--- src/rtl/dmux_8way_deser.sv ---
// dmux_8way_deser: bit-serial to parallel deserializer.
// Collects WIDTH bits LSB first from a valid/ready bit stream, then presents the
// assembled word on a valid/ready word stream. It alternates between collecting
// bits and holding the finished word until the consumer takes it.
//
// Ports:
//   clk        clock, all state on rising edge
//   reset      asynchronous active-high reset
//   flush      synchronous abort of the partial word (ignored while holding)
//   in_valid   in_bit is valid this cycle
//   in_bit     serial data bit
//   in_ready   block accepts a bit this cycle (collecting)
//   out_valid  out_word holds a complete word (holding)
//   out_ready  consumer takes out_word this cycle
//   out_word   assembled word, bit i = i-th accepted bit
//   bit_cnt    bits accepted into the current word
//   out_any    (OR_FLAG_EN only) OR of all bits accepted into the current word
//
// Build option: define OR_FLAG_EN to add the registered out_any output.

module dmux_8way_deser #(
    parameter int unsigned WIDTH = 8,
    localparam int unsigned CW = $clog2(WIDTH)
) (
    input  logic             clk,
    input  logic             reset,
    input  logic             flush,
    input  logic             in_valid,
    input  logic             in_bit,
    output logic             in_ready,
    output logic             out_valid,
    input  logic             out_ready,
    output logic [WIDTH-1:0] out_word,
    output logic [CW-1:0]    bit_cnt
`ifdef OR_FLAG_EN
    ,
    output logic             out_any
`endif
);

    typedef enum logic [0:0] {StCollect, StHold} state_e;

    state_e           state_q, state_d;
    logic [WIDTH-1:0] word_q, word_d;
    logic [CW-1:0]    cnt_q, cnt_d;
    logic             any_q, any_d;

    always_comb begin
        state_d = state_q;
        word_d  = word_q;
        cnt_d   = cnt_q;
        any_d   = any_q;
        unique case (state_q)
            StCollect: begin
                // flush wins over a bit presented in the same cycle
                if (flush) begin
                    cnt_d  = '0;
                    word_d = '0;
                    any_d  = 1'b0;
                end else if (in_valid) begin
                    word_d[cnt_q] = in_bit;
                    any_d         = any_q | in_bit;
                    if (cnt_q == CW'(WIDTH - 1)) begin
                        cnt_d   = '0;
                        state_d = StHold;
                    end else begin
                        cnt_d = cnt_q + CW'(1);
                    end
                end
            end
            StHold: begin
                if (out_ready) begin
                    state_d = StCollect;
                    any_d   = 1'b0;
                end
            end
            default: state_d = StCollect;
        endcase
    end

    always_ff @(posedge clk or posedge reset) begin
        if (reset) begin
            state_q <= StCollect;
            word_q  <= '0;
            cnt_q   <= '0;
            any_q   <= 1'b0;
        end else begin
            state_q <= state_d;
            word_q  <= word_d;
            cnt_q   <= cnt_d;
            any_q   <= any_d;
        end
    end

    assign in_ready  = (state_q == StCollect);
    assign out_valid = (state_q == StHold);
    assign out_word  = word_q;
    assign bit_cnt   = cnt_q;

`ifdef OR_FLAG_EN
    assign out_any = any_q;
`else
    // Flag register has no output in this build; it is trimmed by synthesis.
    logic unused_any;
    assign unused_any = any_q;
`endif

endmodule

--- config.mk ---
export PLATFORM = sky130hd
export DESIGN_NAME = dmux_8way_deser
export DESIGN_NICKNAME = d
export VERILOG_FILES = /design/src/rtl/dmux_8way_deser.sv
export SDC_FILE = /design/constraint.sdc
export NUM_CORES = 1
export LEC_CHECK = 0
export CORE_MARGIN = 1.5
export CORE_UTILIZATION = 35
export CTS_BUF_LIST = sky130_fd_sc_hd__clkbuf_4
export DETAILED_ROUTE_END_ITERATION = 10
export GPL_ROUTABILITY_DRIVEN = 0
export PLACE_DENSITY = 0.63
export SETUP_SLACK_MARGIN = 0.15
export SLEW_MARGIN = 20
export SYNTH_ARGS = -nofsm -noshare
export SYNTH_HDL_FRONTEND = slang
export SYNTH_SLANG_ARGS = --single-unit
--- constraint.sdc ---
create_clock -name clk -period 1.7 [get_ports clk]
set_input_delay 0.17 -clock clk [delete_from_list [all_inputs] [get_ports clk]]
set_output_delay 0.17 -clock clk [all_outputs]
set_load 0.005 [all_outputs]
==> Word-level counts from Yosys, hierarchy flattened <==
Cells that the tools add are included.
{ "classes": {"add_sub_neg": 1, "magnitude_cmp": 2, "n_eq_ne": 1, "n_mux": 13, "bitwise_logic": 1, "n_reduce_logical": 3} }
{ "ops": {"columns": ["op", "count"], "rows": [
  ["$mux 8", 2],
  ["$mux 3", 3],
  ["$bwmux 8", 1],
  ["$mux 1", 5],
  ["$lt 3x4->1 const B", 1],
  ["$add 3x1->3 const B", 1],
  ["$demux 1 s3", 1],
  ["$eq 3x3->1 const B", 1],
  ["$ge 3x1->1 const B", 1],
  ["$pmux 1 s2", 1],
  ["$reduce_and 2->1", 1],
  ["$reduce_bool 2->1", 1],
  ["$logic_and 1x1->1", 1],
  ["$not 1->1", 1]
]} }
{ "totals": {"reg_bits": 12, "out_inout_bits": 13, "word_cells": 24} }

==> Logic depth before layout (Yosys ltp) <==
Gate-level depths: netlist (run 1).
{ "depth": {"depth_word": 7, "depth_mapped": 4} }

==> Least setup slack after synthesis (run 1) <==
Ideal clock, no wire load.
{ "synth_timing": {"kind": "register to register", "startpoint": "reg cnt_q[0], in the netlist bit_cnt[0]", "endpoint": "reg cnt_q[2], in the netlist bit_cnt[2]", "setup_ps": 121, "arrival_ps": 1045, "required_ps": 1579, "slack_ps": 534, "path_stages_with_launch": 4, "period_less_slack_ps": 1166, "path_cell_list": "dfrtp_1 ha_1 ha_1 a22o_1"} }
{ "synth_via": {"elab_chain_len": 4} }
{ "synth_rtl": {"columns": ["item", "line", "source"], "rows": [
  ["start, declared", "45", "logic [CW-1:0] cnt_q, cnt_d;"],
  ["start signal, assigned", "90", "cnt_q <= cnt_d;"],
  ["$add 3x1->3 or $eq 3x3->1 (tied branches)", "67, 63", null],
  ["$mux 3 *", "63", "if (cnt_q == CW'(WIDTH - 1)) begin"],
  ["$mux 3 *", "60", "end else if (in_valid) begin"],
  ["$mux 3 *", "56", "if (flush) begin"]
]} }
Every way passes the cells marked *; elsewhere a longest branch is shown, timed or not. The select of a mux whose other input is x is not followed.
A chain may end at the register's enable or synchronous reset.

==> Final worst setup path (run 1) <==
{ "layout_timing": {"startpoint": "reg state_q, in the netlist out_valid", "endpoint": "out in_ready"} }
{ "layout_via": {"elab_chain_len": 1} }
{ "layout_rtl": {"columns": ["item", "line", "source"], "rows": [
  ["start, declared", "43", "state_e state_q, state_d;"],
  ["start signal, assigned", "83", "state_q <= StCollect;"],
  ["start signal, assigned", "88", "state_q <= state_d;"],
  ["$not 1->1 (no source line)", null, null],
  ["end, declared", "30", "output logic in_ready,"]
]} }
Every way passes these cells.

==> summary.txt, run 1 <==
Outcome
  – Status: finished clean

Synth
  – Area leader, netlist: dfrtp_1
  – Register bit total from synthesis: 12
  – Sequential area share after synthesis: 44.0%
  – Mean Syn Cell Area: 10.5 sq um
  – Ys async rst share: 100%
  – Prevailing post-synth register cell: dfrtp_1
  – Most common cell in the netlist: dfrtp_1
  – Synth Warn #: 0
  – Top-area cell type share of the netlist area: 44.0%
  – Number of synthesized flops with an enable pin: 0
  – Cells after Synth: 65
  – Cell variety after synth: 33
  – Syn nets: 73
  – Commonest cells in the netlist: dfrtp_1 (12), inv_1 (8), o21ai_0 (5)
  – Area contributors post-synth: dfrtp_1 (44%), a32o_1 (5.9%), inv_1 (4.4%)
  – Synthesized area: just under 700 sq um

Setup path
  – Worst path required time: ~1.5 ns
  – Crit start category: register
  – Worst-path maximum fanout: 7
  – Crit Path Class: register to primary output
  – Worst r2r src: bit_cnt[0]$_DFFE_PP0P_
  – Crit end category: primary output
  – Worst setup path end: in_ready
  – Reg2Reg Capture Point: bit_cnt[2]$_DFFE_PP0P_
  – Reg2Reg Depth: 4
  – Crit path from: out_valid$_DFF_PP0_
  – Arrival time worst endpoint: 1.32 ns
  – Register-to-register setup slack: 0.32 ns

Route
  – Total Routed Length: 1510 um
  – WL/cell: between 10 and 15 um
  – Drt first pass iters: 4
  – # DRC: 0
  – Vias per inst: 4.96
  – Drt initial violations: 9
  – Detail Route Antenna Nets: 0
  – DR vias: 565

Clocking
  – CTS buffer count: 3
  – CTS tree: done
  – Hold buffer count at CTS: 0
  – CTS max path bufs: 2
  – Clk_lat worst skew: 0.29 ns
  – Clk sinks: 12
  – CTS Root Cell: clkbuf_4
  – Worst-path clk slew: 0.08 ns
  – H-Tree Depth: 1

Floorplan
  – Num rows: 15
  – IO Pins: 19
  – Initial Util: 38.3%
  – Die W: about 47 um
  – Die span in y: 47.2 um
  – Die area: 2230 sq um
  – Std-Cell Core Area: between 1500 and 2000 sq um

Timing
  – Slew Limit Fails: 0
  – Fmax: 0.673 GHz
  – Final setup fails: 0
  – Period utilization: roughly 90%
  – RSZ-0062 raised after global routing: no
  – Rel. slew slack: between 60 and 70%
  – TNS Setup: 0 ns
  – Worst-Margin Slew: ~0.46 ns
  – Setup Skew: 0.00505 ns
  – Final Hold Viols: 0
  – Tmin final: 1.49 ns

Placed design
  – Placed Cells: between 100 and 150
  – # port buffers: 18
  – Hpwl dp: 1010 um

Final layout
  – N_diodes: 0
  – Final cell count without fillers: approximately 110
  – Post-Route Utilization: 52.6%
  – Nets: 98
  – Area Overhead vs Synth: 37.4%
  – Layout cells sized above 1: 21.3%

Power
  – Max IR drop VDD: 0.436 mV
  – Leakage: 0.420 nW
  – Pwr per Cell Area: 647 nW/um^2

GRT
  – First-pass GRT wire length: 2360 um
  – Initial antenna violation count: 0
  – Largest net degree at the start of global routing: 15
  – Vias in the first global route: a little under 500
  – Overflow after GRT: 0
  – Tot GR Track Use: 16.3%

Run
  – Max Cap Viol: 0

Hold path
  – Min-delay worst type: input port to async pin
per-stage QoR:
stage,cell area (sq um),setup slack (ns),hold WS (ns),power [W]
floorplan,683,0.534,0.0347,0.000372
global placement,871,0.183,0.482,0.000407
detailed placement,871,0.179,0.484,0.000408
CTS,900,0.180,0.193,0.000603
global route,938,0.156,0.251,0.000647
finish,938,0.214,0.183,0.000607
what timing repair did:
item,4_1_cts,5_1_grt
setup buffers,0,5
resized for setup,2,1
endpoints found under the setup margin,2,3
pin swaps,0,0
how the worst min path moves through the flow:
stage | to | cells after the start | start | slack, ns
2_1_floorplan | bit_cnt[0]$_DFFE_PP0P_ | 1 | reset | 0.03
6_report | out_word[3]$_DFFE_PP0P_ | 2 | reset | 0.18
3_5_place_dp | out_word[1]$_DFFE_PP0P_ | 1 | out_word[1]$_DFFE_PP0P_ | 0.48
4_1_cts | out_word[3]$_DFFE_PP0P_ | 2 | reset | 0.19
5_1_grt | out_word[6]$_DFFE_PP0P_ | 2 | reset | 0.25
3_3_place_gp | out_word[4]$_DFFE_PP0P_ | 1 | out_word[4]$_DFFE_PP0P_ | 0.48
per-layer routing:
layer  global-route usage [%]  wire length (um)  up-vias
met3                     6.54               101        5
met5                        0                 0        -
met2                     22.7               689       18
met1                     20.8               675      259
li1                         -                 -      283
met4                     10.0                40        0
sequential cells by signal, summed over array words and instances (netlist names):
signal / cells
out_word: 8
out_valid: 1
bit_cnt: 3
logic make-up (layout without fill, tap and decap cells):
family                     after synthesis  in the layout  share of synthesized area (%)
AOI/OAI and AO/OA                       21             21                           22.9
muxes                                    2              2                           3.11
buffers and inverters                   13             37                           9.52
DFF                                     12             12                           44.0
and+or+nand+nor                         15             15                           16.8
adders and majority gates                2              2                           3.66
power breakdown:
| part | internal, W | switching (W) |
|---|---|---|
| sequential | 0.000295 | 0.00000955 |
| clock | 0.0000854 | 0.000103 |
| combinational | 0.0000623 | 0.0000519 |
layout by cell type (no fill, tap or decap), types with 2 or more instances in the layout:
| cell | count |
|---|---|
| clkdlybuf4s50_1 | 18 |
| dfrtp_1 | 9 |
| inv_1 | 8 |
| buf_4 | 6 |
| o21ai_0 | 5 |
| a32o_1 | 4 |
| dfrtp_2 | 3 |
| clkbuf_4 | 3 |
| nor2_1 | 2 |
| nand3b_1 | 2 |
| a21oi_1 | 2 |
| o32ai_1 | 2 |
| a22o_1 | 2 |
| ha_1 | 2 |
critical path, cell delays in order (launching register included):
cell and delay (ns):
dfrtp_2 0.45, inv_2 0.08, clkdlybuf4s50_1 0.49
final cells by class:
type | count | area (sq um)
multi-input cells | 40 | 318
flip-flops and latches | 12 | 304
fillers | 169 | 845
repair buffers | 24 | 225
clock buffers | 3 | 22.5
well taps | 25 | 31.3
inverters | 9 | 33.8
clock inverters | 1 | 3.75
No activity file was read; power rests on OpenSTA's default activity.
==> run 2: changes to the inputs <==
--- a/config.mk
+++ b/config.mk
@@ -6,12 +6,12 @@
 export NUM_CORES = 1
 export LEC_CHECK = 0
 export CORE_MARGIN = 1.5
-export CORE_UTILIZATION = 35
+export CORE_UTILIZATION = 45
 export CTS_BUF_LIST = sky130_fd_sc_hd__clkbuf_4
 export DETAILED_ROUTE_END_ITERATION = 10
 export GPL_ROUTABILITY_DRIVEN = 0
-export PLACE_DENSITY = 0.63
-export SETUP_SLACK_MARGIN = 0.15
+export MAX_ROUTING_LAYER = met4
+export PLACE_DENSITY = 0.78
 export SLEW_MARGIN = 20
 export SYNTH_ARGS = -nofsm -noshare
 export SYNTH_HDL_FRONTEND = slang
==> run 2 against run 1 <==
Compared with the run above: sequential share of layout area increased by 1.5 points; wire length decreased by 8.6%; setup slack got worse by 0.12 ns; fmax decreased by 7.7%; core utilization increased by 13 points; cell count decreased by 13%; final area decreased by 5.7%; critical path depth decreased by 1; sequential cell count unchanged; critical path type unchanged.
==> summary.txt, run 2 (synthesis results as in run 1) <==
Outcome
  – Status: finished clean

Timing
  – Final setup fails: 0
  – Slew Limit Fails: 0
  – Final Hold Viols: 0
  – TNS Setup: 0 ns
  – Rel. slew slack: 68.6%
  – Final WS setup: ~0.09 ns
  – Setup Skew: between 0.005 and 0.006 ns
  – RSZ-0062 raised after global routing: no
  – Period utilization: between 90% and 100%
  – Worst-Margin Slew: 0.470 ns
  – Fmax: 0.621 GHz
  – Tmin final: 1.61 ns

Power
  – Leakage: 0.399 nW
  – Pwr per Cell Area: ~660 nW/um^2
  – Max IR drop VDD: 0.444 mV

Setup path
  – Arrival time worst endpoint: 1.44 ns
  – Top Family by Delay on Critical Path: flip-flops
  – Crit Path Class: register to primary output
  – Crit path largest cell delay: 0.59 ns
  – Worst path required time: roughly 1.5 ns
  – Worst-path cell chain: clkdlybuf4s50_1
  – Crit start category: register
  – Crit end category: primary output
  – Worst-path maximum fanout: 14
  – Worst path bufs/invs: 1
  – Slowest cell on the critical path: dfrtp_1

Route
  – Detail Route Antenna Nets: 0
  – Met2 Routed Length: 636 um
  – Max Used Layer: met4
  – Drt first pass iters: 4
  – Met3 WL: 70 um
  – DR vias: 568
  – Met1 Wirelength: 639 um
  – Total Routed Length: 1380 um
  – Drt initial violations: 2
  – WL/cell: 13.9 um
  – # DRC: 0
  – Vias per inst: 5.74

Clocking
  – Worst-path clk slew: 0.08 ns
  – CTS Root Cell: clkbuf_4
  – Clk sinks: 12
  – Post-CTS Resized: 0
  – Post-CTS setup buffers: 0
  – Clk_lat worst skew: 0.27 ns
  – CTS tree: done
  – CTS max path bufs: 2
  – CTS buffer count: 3
  – Hold buffer count at CTS: 0
  – H-Tree Depth: 1

Floorplan
  – Num rows: 13
  – Die span in y: 42.0 um
  – Die W: around 42 um
  – Die area: 1760 sq um
  – Std-Cell Core Area: 1350 sq um
  – Initial Util: 50.6%
  – IO Pins: 19

GRT
  – First-pass GRT wire length: 2290 um
  – Largest net degree at the start of global routing: 15
  – Initial antenna violation count: 0
  – Vias in the first global route: 534
  – Tot GR Track Use: 18.0%
  – Overflow after GRT: 0

Final layout
  – Fill cell count: 118
  – Area Overhead vs Synth: 29.5%
  – Commonest non-fill, non-tap cell in the layout: clkdlybuf4s50_1
  – Commonest cells after routing, fill and taps aside: clkdlybuf4s50_1 (18), dfrtp_1 (12), inv_1 (8)
  – Largest register FFs: 8
  – Nets: between 90 and 100
  – N_diodes: 0
  – Multi-input gate area: 318 sq um
  – Layout cells sized above 1: 13.1%
  – Seq. cell area: 300 sq um

Hold path
  – Min-delay worst type: input port to async pin

Placed design
  – Hpwl dp: 1010 um
  – # port buffers: 18
  – DP Worst Slack: 0.177 ns

Run
  – Max Cap Viol: 0
-- run 2: metal layers --
layer,vias to the layer above,track usage [%]
li1,271,-
met1,276,21.7
met2,17,27.8
met3,4,2.61
met4,0,11.6
met5,-,-
-- run 2: power by group --
group / internal, W / leakage (nW) / switching (W)
clock network: 0.0000850 / 0.0154 / 0.0000953
logic: 0.0000504 / 0.218 / 0.0000397
registers: 0.000294 / 0.165 / 0.0000172
total: 0.000429 / 0.399 / 0.000152
-- run 2: through the flow --
stage	util, %	hold WS [ns]	area, sq um	cells	power [W]
final	65.5	0.204	885	99	0.000581
after global routing	65.5	0.247	885	99	0.000611
after CTS	65.5	0.217	885	99	0.000589
after detailed placement	63.6	0.487	858	95	0.000407
after global placement	63.6	0.482	858	95	0.000405
after floorplan	-	0.0347	683	65	0.000372
-- run 2: area by class of cell --
cell class                      instances  area share (%)
Multi-Input combinational cell         40            35.9
Inverter                                9            3.82
Timing Repair Buffer                   19            21.2
Clock inverter                          1           0.424
Tap cell                               15            2.12
Sequential cell                        12            33.9
Clock buffer                            3            2.55
-- run 2: path summary, 6_finish.rpt --
path,start,end,slack [ns],depth (start not counted)
max,bit_cnt[0]$_DFFE_PP0P_,bit_cnt[0],0.09,1
min,reset,bit_cnt[1]$_DFFE_PP0P_,0.20,2
max reg2reg,bit_cnt[0]$_DFFE_PP0P_,bit_cnt[2]$_DFFE_PP0P_,0.33,3
min reg2reg,out_word[5]$_DFFE_PP0P_,out_word[5]$_DFFE_PP0P_,0.50,1
max in group asynchronous,reset,out_word[2]$_DFFE_PP0P_,1.17,2
min in group clk,out_ready,out_valid$_DFF_PP0_,0.45,2
==> run 3: changes to the inputs <==
--- a/config.mk
+++ b/config.mk
@@ -6,12 +6,12 @@
 export NUM_CORES = 1
 export LEC_CHECK = 0
 export CORE_MARGIN = 1.5
-export CORE_UTILIZATION = 45
+export CORE_UTILIZATION = 46
 export CTS_BUF_LIST = sky130_fd_sc_hd__clkbuf_4
 export DETAILED_ROUTE_END_ITERATION = 10
 export GPL_ROUTABILITY_DRIVEN = 0
 export MAX_ROUTING_LAYER = met4
-export PLACE_DENSITY = 0.78
+export PLACE_DENSITY = 0.79
 export SLEW_MARGIN = 20
 export SYNTH_ARGS = -nofsm -noshare
 export SYNTH_HDL_FRONTEND = slang
==> run 3 against run 2 <==
Compared with the run above: hold slack worse by 0.014 ns; final area fell by 0.71%; critical path depth did not move; wire length fell by 4.0%; cell count is 1.0% lower; largest cell class unchanged; largest power group unchanged; highest routed layer unchanged.
==> summary.txt, run 3 (synthesis results as in run 1) <==
GRT
  – Initial antenna violation count: 0
  – Largest net degree at the start of global routing: 16
  – Tot GR Track Use: 16.8%
  – Met1 usage: 21.7%
  – Layer carrying the most global-route usage: met2
  – Grt met2 use: about a quarter
  – First-pass GRT wire length: 2180 um
  – Vias in the first global route: 513
  – Overflow after GRT: 0
  – Met3 usage: about 5.7%

Clocking
  – Worst-path clk slew: about 0.080 ns
  – Post-CTS Resized: 0
  – Hold buffer count at CTS: 0
  – Post-CTS setup buffers: 0
  – CTS Root Cell: clkbuf_4
  – CTS max path bufs: 2
  – CTS tree: done
  – CTS buffer count: 3
  – Clk sinks: 12
  – H-Tree Depth: 1
  – Clk_lat worst skew: 0.28 ns

Route
  – # DRC: 0
  – Vias per inst: 5.67
  – Drt initial violations: 12
  – Total Routed Length: 1320 um
  – Detail Route Antenna Nets: 0
  – DR vias: between 500 and 600
  – WL/cell: 13.5 um
  – Drt first pass iters: 4

Setup path
  – Worst-path cell chain: clkdlybuf4s50_1
  – Register-to-register setup slack: 0.35 ns
  – Crit end category: primary output
  – Crit. path cell count: 1
  – Reg2Reg Depth: 3
  – Worst path required time: 1.53 ns
  – Worst path bufs/invs: 1
  – Slowest cell on the critical path: dfrtp_1
  – Crit Path Class: register to primary output
  – Worst r2r src: bit_cnt[0]$_DFFE_PP0P_
  – Top Family by Delay on Critical Path: flip-flops
  – Crit path largest cell delay: 0.58 ns
  – Worst-path maximum fanout: 14
  – Arrival time worst endpoint: 1.44 ns
  – Crit start category: register
  – Reg2Reg Capture Point: bit_cnt[2]$_DFFE_PP0P_

Power
  – Leakage: between 0.3 and 0.4 nW
  – Max IR drop VDD: 0.482 mV
  – Pwr per Cell Area: 669 nW/um^2
  – Overall power: 0.000588 W

Outcome
  – Status: finished clean

Timing
  – Slew Limit Fails: 0
  – Tmin final: 1.61 ns
  – Setup Skew: around 0.0058 ns
  – TNS Setup: 0 ns
  – Worst-Margin Slew: 0.449 ns
  – Hold_ws: 0.189 ns
  – Rel. slew slack: 70.0%
  – Fmax: 0.622 GHz
  – Period utilization: a little over nine tenths
  – Final setup fails: 0
  – Final Hold Viols: 0
  – RSZ-0062 raised after global routing: no

Floorplan
  – IO Pins: 19
  – Initial Util: 50.6%
  – Num rows: 13
  – Std-Cell Core Area: 1350 sq um
  – Die span in y: 41.5 um
  – Die W: 41.5 um
  – Die area: 1730 sq um

Placed design
  – Hpwl dp: approximately 1000 um
  – # port buffers: 18

Final layout
  – Area Overhead vs Synth: 28.6%
  – N_diodes: 0
  – Nets: 92
  – Largest register FFs: 8
  – Layout cells sized above 1: 13.3%
  – Commonest cells after routing, fill and taps aside: clkdlybuf4s50_1 (18), dfrtp_1 (11), inv_1 (8)
  – Commonest non-fill, non-tap cell in the layout: clkdlybuf4s50_1

Hold path
  – Min-delay worst type: input port to async pin

Run
  – Max Cap Viol: 0
[run 3: stage by stage]
| stage | instances | cell area (sq um) | util [%] | setup slack (ns) |
|---|---|---|---|---|
| finish | 98 | 878 | 65.1 | 0.0925 |
| global route | 98 | 878 | 65.1 | 0.0335 |
| CTS | 98 | 877 | 65.0 | 0.0576 |
| detailed placement | 94 | 851 | 63.0 | 0.171 |
| global placement | 94 | 851 | 63.0 | 0.196 |
| floorplan | 65 | 683 | - | 0.534 |
[run 3: metal layers]
layer / up-vias / part of all wire, %
met1: 265 / 47
met2: 16 / 45
met3: 4 / 6.1
met5: - / 0
met4: 0 / 1.7
li1: 271 / -
[run 3: area by class of cell]
class	instances	area [sq um]
sequential	12	302
fill	111	472
tap	15	18.8
clock inverter	1	3.75
multi-input combinational	40	318
inverter	9	33.8
clock buffer	3	22.5
timing repair buffer	18	180
[run 3: how the worst max path moves through the flow]
stage               slack, ns              startpoint                 endpoint
floorplan                0.53  bit_cnt[0]$_DFFE_PP0P_   bit_cnt[2]$_DFFE_PP0P_
global placement         0.20                   flush   bit_cnt[0]$_DFFE_PP0P_
detailed placement       0.17                   flush  out_word[5]$_DFFE_PP0P_
CTS                      0.06  bit_cnt[2]$_DFFE_PP0P_               bit_cnt[2]
global route             0.03  bit_cnt[0]$_DFFE_PP0P_               bit_cnt[0]
finish                   0.09  bit_cnt[0]$_DFFE_PP0P_               bit_cnt[0]
[run 3: power breakdown]
group	internal, W	switching (W)
Combinational	0.0000498	0.0000395
Sequential	0.000294	0.0000171
Clock	0.0000852	0.000103
